## src/rtl/sar_search_controller.sv

```systemverilog
// Successive-approximation search controller: walks an 8-bit trial value MSB-first against an
// external three-way comparator, with optional early exit on equality and flag-fault detection.
module sar_search_controller #(
  parameter int unsigned SETTLE_CYCLES = 1
) (
  input  logic       clock,
  input  logic       resetN,
  input  logic       start,
  input  logic       pLessThanQ,
  input  logic       pEqualToQ,
  input  logic       pGreaterThanQ,
  output logic [7:0] trialQ,
  output logic       busy,
  output logic       done,
  output logic [7:0] result,
  output logic       exact,
  output logic       cmpFault
);

  typedef enum logic [1:0] {StIdle, StApply, StSample, StDone} stateT;

  localparam logic [3:0] SettleLast = 4'(SETTLE_CYCLES - 1);

  stateT      stateQ, stateD;
  logic [2:0] idxQ, idxD;
  logic [3:0] settleQ, settleD;
  logic [7:0] resultQ, resultD;
  logic       exactQ, exactD;
  logic       faultQ, faultD;
  logic [7:0] bitMask;
  logic [2:0] flags;

  assign bitMask  = 8'(1) << idxQ;
  assign busy     = (stateQ == StApply) || (stateQ == StSample);
  assign done     = (stateQ == StDone);
  assign trialQ   = busy ? (resultQ | bitMask) : resultQ;
  assign result   = resultQ;
  assign exact    = exactQ;
  assign cmpFault = faultQ;
  assign flags    = {pLessThanQ, pEqualToQ, pGreaterThanQ};

  always_comb begin
    stateD  = stateQ;
    idxD    = idxQ;
    settleD = settleQ;
    resultD = resultQ;
    exactD  = exactQ;
    faultD  = faultQ;
    case (stateQ)
      StIdle: begin
        if (start) begin
          resultD = 8'h00;
          exactD  = 1'b0;
          faultD  = 1'b0;
          idxD    = 3'd7;
          settleD = 4'd0;
          stateD  = StApply;
        end
      end
      StApply: begin
        if (settleQ == SettleLast) begin
          settleD = 4'd0;
          stateD  = StSample;
        end else begin
          settleD = settleQ + 4'd1;
        end
      end
      StSample: begin
        case (flags)
          3'b001, 3'b100: begin
            if (flags == 3'b001) resultD = resultQ | bitMask;
            if (idxQ == 3'd0) begin
              stateD = StDone;
            end else begin
              idxD   = idxQ - 3'd1;
              stateD = StApply;
            end
          end
          3'b010: begin
            resultD = resultQ | bitMask;
            exactD  = 1'b1;
            stateD  = StDone;
          end
          // No flag or several flags at once: comparator is broken, abandon the search.
          default: begin
            faultD  = 1'b1;
            resultD = 8'h00;
            stateD  = StDone;
          end
        endcase
      end
      StDone: stateD = StIdle;
      default: stateD = StIdle;
    endcase
  end

  always_ff @(posedge clock) begin
    if (!resetN) begin
      stateQ  <= StIdle;
      idxQ    <= 3'd7;
      settleQ <= 4'd0;
      resultQ <= 8'h00;
      exactQ  <= 1'b0;
      faultQ  <= 1'b0;
    end else begin
      stateQ  <= stateD;
      idxQ    <= idxD;
      settleQ <= settleD;
      resultQ <= resultD;
      exactQ  <= exactD;
      faultQ  <= faultD;
    end
  end

endmodule

```

## config.mk

```make
export PLATFORM = sky130hd
export DESIGN_NAME = sar_search_controller
export DESIGN_NICKNAME = d
export VERILOG_FILES = /design/src/rtl/sar_search_controller.sv
export SDC_FILE = /design/constraint.sdc
export NUM_CORES = 1
export LEC_CHECK = 0
export CAP_MARGIN = 20
export CORE_ASPECT_RATIO = 1.75
export CORE_MARGIN = 2
export CORE_UTILIZATION = 40
export DETAILED_ROUTE_END_ITERATION = 10
export GPL_TIMING_DRIVEN = 0
export PLACE_DENSITY = 0.75
export SLEW_MARGIN = 20
export SYNTH_ARGS = -nofsm -noshare
export SYNTH_HDL_FRONTEND = slang
export SYNTH_SLANG_ARGS = --single-unit
```

## constraint.sdc

```tcl
create_clock -name clock -period 2 [get_ports clock]
set_input_delay 0.4 -clock clock [delete_from_list [all_inputs] [get_ports clock]]
set_output_delay 0.4 -clock clock [all_outputs]
set_load 0.05 [all_outputs]
```

==> results_dict.tcl, run 1 <==
set metrics [dict create \
    ys.flop_type "dfxtp_1" \
    drive_above_1_share_pct 22.6 \
    cp-end-kind "primary output" \
    startpoint "stateQ[0]" \
    timing.setup.critical_path_class "reg -> out" \
    grt_overflow 0 \
    synth-async-reset-ratio_pct 0 \
    cp.required_ns 1.60 \
    fin_hold_ws_ns 0.496 \
    row_count 26 \
    synth_top_area_share_pct 31.9 \
    worst_slack_ns 0.0855 \
    antenna_found_initial 0 \
    syn_nets 148 \
    slew_headroom_pct 64.9 \
    finalSetupViolations 0 \
    synth_cell_type_count 38 \
    grt_start_max_net_pins 12 \
    worstHoldStart "settleQ[0]" \
    status "finished clean" \
    root_buffer "clkbuf_8" \
    place_area_mm2 0.00148 \
    rsz0062_at_grt "no" \
    crit_path_start_kind "flop" \
    hold_violations 0 \
    cts_buffers 3 \
    fp.dieH_um 76.2 \
    clk_pin_slew_ns 0.08 \
    wl_per_cell_um 16.5 \
    worst_pin_slew_ns 0.525 \
    ir_worst_vdd_mv 0.430 \
    max_freq_ghz 0.522 \
    start_util_pct 41.1 \
    clk_path_buf_depth 2 \
    synthCells 130 \
    hold_buffers 0 \
    seq_area_frac_synth_pct 31.9 \
    cp_max_fo 6 \
    place_inst 183 \
    hp-class "reg -> reg" \
    avgSynthCellArea_um2 9.16 \
    dp_slack_ns -0.600 \
    first_iter_violations 41 \
    reg2reg_depth 6 \
    die-width_um 45.3 \
    dp_hpwl_um 2370 \
    yosysWarnings 0 \
    final_area_mm2 0.00154 \
    synth_edf_count 0 \
    grt_use_total_pct 20.0 \
    drt-vias-per-instance 6.25 \
    routed_wl_um 3080 \
    synth_area_leaders "dfxtp_1 32%, ha_1 13%, a41oi_1 6.6%" \
    core_area_mm2 0.00290 \
    portBuffers 25 \
    cp-endpoint "busy" \
    vias 1168 \
    area_growth_pct 29.5 \
    dieArea_mm2 0.00345 \
    gp_congestion 0.886 \
    min_period_ns 1.91 \
    drc_errors 0 \
    cts_tree "yes" \
    rrSetupSlack_ns 0.33 \
    timing.rr.end "cmpFault" \
    grt_pass1_vias 1199 \
    crit_arrival_ns 1.51 \
    cts.sinks 19 \
    fin_crit_sh_pct 95.7 \
    n_antenna_cell 0 \
    power.density_mw_per_mm2 708 \
    yosysTopAreaCell "dfxtp_1" \
    synth_area_mm2 0.00119 \
    leakagePower_nw 0.650 \
    h-tree-depth 1 \
    pin_count 26 \
    nets 178 \
    rr_startpoint "stateQ[1]" \
    finalMaxSlewViolations 0 \
    first_pass_iters 4 \
    cap_violations 0 \
    clk_latency_ns 0.26 \
    stdcell_count 187 \
    ant_nets 0 \
    grt_pass1_wl_um 5270 \
    finClkSkew_ns 0.00274 \
    ys_ff_latch 19 \
]
## synthesized netlist by cell type (2+ instances only)
master and number:
a21oi_1 2, inv_1 9, clkbuf_1 4, o21ai_0 2, nand2b_1 2, nor2_1 3, ha_1 12, a21o_1 5
dfxtp_1 19, nand3_1 2, nand3b_1 4, a41oi_1 9, or3_1 2, nor3_1 12, nor2b_1 2, nand2_1 2
buf_4 2, a31o_2 4, buf_2 2, a211oi_1 7, a31oi_1 4, and4_1 4
## critical path, stage by stage, from the launching register on
cell and delay (ns):
dfxtp_2 0.37, inv_2 0.07, ha_4 0.31, clkdlybuf4s15_1 0.50
## metal layers
| layer | wire, um | global-route usage, % | up-vias |
|---|---|---|---|
| li1 | - | - | 557 |
| met1 | 1200 | 22.0 | 563 |
| met2 | 1640 | 34.1 | 37 |
| met3 | 138 | 4.03 | 11 |
| met4 | 108 | 10.3 | 0 |
| met5 | 0 | 0 | - |
## how the worst min path moves through the flow
stage | endpoint | slack, ns | cells after the start
floorplan | settleQ[0] | 0.46 | 2
global placement | settleQ[0] | 0.49 | 2
detailed placement | settleQ[0] | 0.49 | 2
CTS | settleQ[0] | 0.50 | 2
global route | settleQ[0] | 0.52 | 2
finish | settleQ[0] | 0.50 | 2
## report_power, final
group	switching (W)	internal (W)
combinational	0.000254	0.000146
clock	0.000142	0.000139
sequential	0.0000163	0.000396
total	0.000412	0.000681
## state kept, by name, summed over array words and instances, names as in the netlist
register  cells
settleQ       4
result        8
idxQ          3
exact         1
cmpFault      1
stateQ        2
## kinds of logic (layout without fill, tap and decap cells)
kind of cell,count (synthesis),in the layout,synth area share [%]
buf+inv,18,47,6.51
xor+xnor,2,2,1.47
mux,2,2,1.79
fa+ha+maj,12,12,12.6
flops,19,19,31.9
compound gates,39,39,26.1
simple gates,38,38,19.6
## stage by stage
step                      TNS [ns]  total power (W)  util, %
after floorplan                  0         0.000698        -
after global placement       -3.60         0.000801     51.3
after detailed placement     -3.73         0.000810     51.3
after CTS                        0          0.00109     52.5
after global routing             0          0.00115     53.3
final                            0          0.00109     53.3
## repair_timing
| action | CTS | global route |
|---|---|---|
| pin swaps | 0 | 1 |
| resized for setup | 51 | 11 |
| gates cloned | 0 | 0 |
| setup buffers | 0 | 0 |
| endpoints found under the setup margin | 10 | 10 |
## layout make-up
| cell class | count | area (um^2) |
|---|---|---|
| clock buffer | 3 | 41.3 |
| inverter | 10 | 37.5 |
| tap | 28 | 35.0 |
| timing repair buffer | 25 | 238 |
| clock inverter | 1 | 5.00 |
| multi-input combinational | 93 | 758 |
| fill | 271 | 1350 |
| sequential | 19 | 387 |
| buffer | 8 | 41.3 |
## placed cells by master (no fill, tap or decap), drive strengths merged, types with 4 or more instances in the layout
| cell | instances |
|---|---|
| a41oi | 9 |
| a21o | 5 |
| a211oi | 8 |
| a31oi | 4 |
| clkbuf | 7 |
| dfxtp | 19 |
| inv | 9 |
| nor3 | 12 |
| a31o | 4 |
| ha | 12 |
| nand3b | 4 |
| and4 | 4 |
| buf | 12 |
| clkdlybuf4s50 | 15 |
Note: power is estimated with default switching activity, not from simulation.
==> run 2: changes to the inputs <==
- ABC_AREA: not set -> 1
- CTS_CLUSTER_DIAMETER: not set -> 80
- PLACE_DENSITY: 0.75 -> 0.74
==> results_dict.tcl, run 2 <==
set metrics [dict create \
    status "finished clean" \
    synth.most_common_cell "nand2_1" \
    yosysTopAreaCell "dfxtp_1" \
    synth_cell_type_count 24 \
    fin_crit_sh_pct 98.6 \
    grt_start_max_net_pins 11 \
    synth_top_area_share_pct 30.3 \
    grt_use_total_pct 16.7 \
    critPathMaxStageDelay_ns 0.37 \
    crit_arrival_ns 1.57 \
    area_growth_pct 34.7 \
    synthTopCellsByCount "44 x nand2_1, 36 x inv_1, 20 x nor2_1" \
    fin_hold_ws_ns 0.423 \
    finClkSkew_ns 0.00167 \
    leakagePower_nw 0.804 \
    grt_overflow 0 \
    first_iter_violations 7 \
    fp.dieH_um 78.1 \
    clk_pin_slew_ns 0.07 \
    routed_wl_um 2720 \
    synth_area_mm2 0.00125 \
    ys.flop_type "dfxtp_1" \
    finalSetupViolations 0 \
    ant_nets 0 \
    dieArea_mm2 0.00362 \
    ir_worst_vdd_mv 0.652 \
    rsz0062_at_grt "yes" \
    start_util_pct 42.4 \
    max_freq_ghz 0.507 \
    core_area_mm2 0.00296 \
    worst_pin_slew_ns 0.510 \
    hold_buffers 0 \
    timing.setup.critical_path_class "reg -> out" \
    antenna_found_initial 0 \
    clk_path_buf_depth 2 \
    cap_violations 0 \
    cp_max_fo 5 \
    cts.sinks 19 \
    crit_cells 5 \
    synth-async-reset-ratio_pct 0 \
    dp_hpwl_um 2030 \
    seq_area_frac_synth_pct 30.3 \
    drt-vias-per-instance 4.64 \
    rr_startpoint "stateQ[0]" \
    hold_violations 0 \
    root_buffer "clkbuf_8" \
    mostFrequentLayoutCell "nand2_1" \
    row_count 26 \
    grt_pass1_wl_um 4680 \
    path_buf_inv 3 \
    avgSynthCellArea_um2 6.78 \
    nets 235 \
    syn_nets 203 \
    reg2reg_depth 10 \
    final_cell_mix "44 x nand2_1, 33 x inv_1, 20 x nor2_1" \
    die-width_um 46.3 \
    slew_headroom_pct 65.9 \
    h-tree-depth 1 \
    cp.required_ns 1.60 \
    worst_path_dominant_cell_family "buffers and inverters" \
    clk_latency_ns 0.25 \
    synth_edf_count 0 \
    portBuffers 24 \
    cts_buffers 3 \
    hp-class "in -> reg" \
    synthCells 185 \
    gp_congestion 0.835 \
    holdPathStages 2 \
    slowest_stage "dfxtp_4" \
    vias 1196 \
    wl_per_cell_um 10.5 \
    crit_path_start_kind "flop" \
    n_antenna_cell 0 \
    final_area_mm2 0.00169 \
    power.density_mw_per_mm2 1060 \
    synth_area_leaders "dfxtp_1 30%, nand2_1 13%, ha_1 12%" \
    grt_pass1_vias 1158 \
    min_period_ns 1.97 \
    first_pass_iters 4 \
    cts_tree "yes" \
    timing.rr.end "settleQ[2]" \
    nFillCells 271 \
    setup_tns_ns 0 \
    largest_reg_flops 8 \
    multiInputGateArea_um2 764 \
    min_to "idxQ[2]" \
    place_area_mm2 0.00161 \
    drive_above_1_share_pct 17.6 \
    rrSetupSlack_ns 0.48 \
    pin_count 26 \
    ys_ff_latch 19 \
    finalMaxSlewViolations 0 \
    ff_latch_area_um2 388 \
    cp-end-kind "primary output" \
    worstPathCellList "inv_4 > ha_4 > clkinvlp_4 > o21ai_4 > buf_6" \
    worstHoldStart "resetN" \
    yosysWarnings 0 \
    drc_errors 0 \
]
==> run 2: cell types whose count changed in the layout (fill, tap and decap cells not counted), moves of 4 or more <==
cell	change
nand2_1	+42
inv_1	+26
nor2_1	+17
nand3_1	+16
nor3_1	-10
a41oi_1	-9
a211oi_1	-7
o21ai_4	+5
a21o_2	-4
a31o_2	-4
a31oi_1	-4
and4_1	-4
==> run 2: metrics by stage <==
step	util [%]	total power (W)	std cells	setup slack, ns
floorplan	-	0.00123	185	0.00606
global placement	54.3	0.00146	251	-0.495
detailed placement	54.3	0.00146	251	-0.493
CTS	57.7	0.00180	258	0.000853
global route	57.1	0.00191	258	-0.0379
finish	57.1	0.00179	258	0.0284
==> run 2: worst max-delay path by stage <==
| stage | from | end |
|---|---|---|
| 2_1_floorplan | stateQ[0] | trialQ[0] |
| 3_3_place_gp | stateQ[0] | trialQ[4] |
| 3_5_place_dp | stateQ[0] | trialQ[4] |
| 4_1_cts | stateQ[0] | trialQ[4] |
| 5_1_grt | stateQ[0] | trialQ[4] |
| 6_report | stateQ[1] | trialQ[0] |
==> run 2: kinds of logic after synthesis <==
| kind of cell | share of synthesized area, % |
|---|---|
| buf+inv | 14.3 |
| compound gates | 5.58 |
| flops | 30.3 |
| simple gates | 37.9 |
| fa+ha+maj | 12.0 |
==> run 2: where the power goes <==
| part | internal (W) | switching, W |
|---|---|---|
| combinational | 0.000365 | 0.000682 |
| clock | 0.000142 | 0.000127 |
| sequential | 0.000432 | 0.0000382 |
==> run 2: cell type report <==
class	instances	area share (%)
plain buffers	4	1.92
clock buffers	4	2.66
inverters	39	9.18
multi-input cells	123	45.2
flip-flops and latches	19	22.9
well taps	42	3.11
repair buffers	27	15.0
==> run 2: metal layers <==
| layer | GRT usage (%) | vias to the layer above | part of all wire, % |
|---|---|---|---|
| met5 | 0 | - | 0 |
| met1 | 19.3 | 534 | 44 |
| met3 | 2.07 | 6 | 2.7 |
| met2 | 30.0 | 24 | 52 |
| met4 | 5.14 | 0 | 1.4 |
| li1 | - | 632 | - |
==> run 2: worst register-to-register path: stages, from the launching register on <==
cell and delay [ns]:
dfxtp_4 0.36, buf_4 0.13, buf_4 0.13, ha_1 0.22
nor2_1 0.23, nor2_2 0.11, nand2_1 0.07, nand2_1 0.04
nand2_1 0.05, inv_1 0.04, nor2_1 0.08
==> run 2: repair_timing <==
action	in CTS	in global routing
resized for setup	55	6
pin swaps	2	2
endpoints found under the setup margin	10	8
buffers inserted	3	0
==> run 3: changes to the inputs <==
- PLACE_DENSITY: 0.74 -> 0.67
==> results_dict.tcl, run 3 (same netlist as run 2, synthesis figures left out) <==
set metrics [dict create \
    n_antenna_cell 0 \
    mostFrequentLayoutCell "nand2_1" \
    clk_latency_ns 0.26 \
    crit_path_start_kind "flop" \
    cts_buffers 3 \
    cp-end-kind "primary output" \
    p_int_w 0.000952 \
    largest_reg_flops 8 \
    drc_errors 0 \
    startpoint "stateQ[1]" \
    gp_congestion 0.805 \
    ant_nets 0 \
    crit_arrival_ns 1.57 \
    dieArea_mm2 0.00362 \
    fin_hold_ws_ns 0.419 \
    nets 238 \
    finalSetupViolations 0 \
    routed_wl_um 2910 \
    cts_tree "yes" \
    grt_pass1_wl_um 4890 \
    max_freq_ghz 0.509 \
    drive_above_1_share_pct 19.2 \
    combPwrFrac_pct 58.9 \
    final_area_mm2 0.00172 \
    area_growth_pct 37.1 \
    leakagePower_nw 0.839 \
    drt-vias-per-instance 4.79 \
    worstHoldStart "resetN" \
    cp.required_ns 1.60 \
    cp_max_fo 5 \
    min_period_ns 1.97 \
    worst_pin_slew_ns 0.504 \
    antenna_found_initial 0 \
    hp-class "in -> reg" \
    slew_headroom_pct 66.3 \
    fin_crit_sh_pct 98.3 \
    rsz0062_at_grt "yes" \
    ir_worst_vdd_mv 0.884 \
    grt_overflow 0 \
    grt_start_max_net_pins 12 \
    holdPathStages 2 \
    nFillCells 293 \
    first_iter_violations 15 \
    rr_startpoint "stateQ[0]" \
    first_pass_iters 4 \
    die-width_um 46.3 \
    final_cell_mix "44 x nand2_1, 33 x inv_1, 20 x nor2_1" \
    cap_violations 0 \
    start_util_pct 42.4 \
    power_frac_clock_pct 15.0 \
    core_area_mm2 0.00296 \
    timing.setup.critical_path_class "reg -> out" \
    hold_violations 0 \
    reg2reg_depth 12 \
    p_sw_share_pct 47.7 \
    sequentialPowerShare_pct 26.0 \
    clk_path_buf_depth 2 \
    power.density_mw_per_mm2 1060 \
    grt_pass1_vias 1232 \
    dp_hpwl_um 2210 \
    row_count 26 \
    clk_pin_slew_ns 0.07 \
    hold_buffers 0 \
    status "finished clean" \
    h-tree-depth 1 \
    fp.dieH_um 78.1 \
    finClkSkew_ns 0.00389 \
    postLayoutCoreUtil_pct 58.1 \
    wl_per_cell_um 11.1 \
    place_area_mm2 0.00161 \
    cts.sinks 19 \
    finalMaxSlewViolations 0 \
    rrSetupSlack_ns 0.32 \
    root_buffer "clkbuf_8" \
    portBuffers 24 \
    vias 1251 \
    grt_use_total_pct 18.2 \
    p_sw_w 0.000867 \
    pin_count 26 \
]
## run 3: cell types whose count changed in the layout (fill, tap and decap cells not counted)
cell / previous run / this run
clkdlybuf4s50_1: 15 / 14
clkbuf_1: 1 / 0
clkinv_2: 0 / 1
dlymetal6s2s_1: 0 / 1
buf_4: 3 / 6
buf_8: 0 / 1
buf_6: 7 / 6
## run 3: timing repair
action / 4_1_cts / 5_1_grt
pin swaps: 2 / 1
setup buffers: 5 / 1
resized for setup: 54 / 9
endpoints found under the setup margin: 10 / 9
## run 3: path summary, 6_finish.rpt
| check | endpoint |
|---|---|
| worst max-delay path | trialQ[0] |
| worst min-delay path | idxQ[1] |
| worst max register to register | result[7] |
| worst min register to register | cmpFault |
## run 3: cell type report
type | count | area [um^2] | share of cell area (%)
inverter | 39 | 155 | 9.02
multi-input combinational | 123 | 764 | 44.4
clock buffer | 3 | 41.3 | 2.40
clock inverter | 1 | 5.00 | 0.291
sequential | 19 | 388 | 22.5
timing repair buffer | 30 | 282 | 16.4
buffer | 4 | 32.5 | 1.89
tap | 42 | 52.6 | 3.05
## run 3: worst max-delay path, cell delays in order (launching register included)
cell,delay (ns)
dfxtp_4,0.37
inv_4,0.04
ha_4,0.29
clkinvlp_4,0.22
o21ai_4,0.20
buf_6,0.17
## run 3: routing by layer
layer	vias up	share of wire, %	global-route usage (%)
li1	634	-	-
met1	572	39	18.9
met2	34	54	31.7
met3	11	3.5	3.22
met4	0	3.1	10.6
met5	-	0	0
## run 3: stage by stage
stage          cells  TNS [ns]  total power [W]  setup slack, ns
2_1_floorplan    185         0          0.00123          0.00606
3_3_place_gp     251     -2.86          0.00145           -0.458
3_5_place_dp     251     -2.99          0.00148           -0.488
4_1_cts          260  -0.00964          0.00183         -0.00964
5_1_grt          261    -0.324          0.00195          -0.0683
6_report         261         0          0.00182           0.0337
## run 3: power by group through the flow
stage	Sequential, W	Combinational (W)	Clock (W)
2_1_floorplan	0.000538	0.000695	0
3_3_place_gp	0.000472	0.000980	0
3_5_place_dp	0.000475	0.00100	0
4_1_cts	0.000472	0.00107	0.000282
5_1_grt	0.000481	0.00117	0.000300
6_report	0.000473	0.00107	0.000274
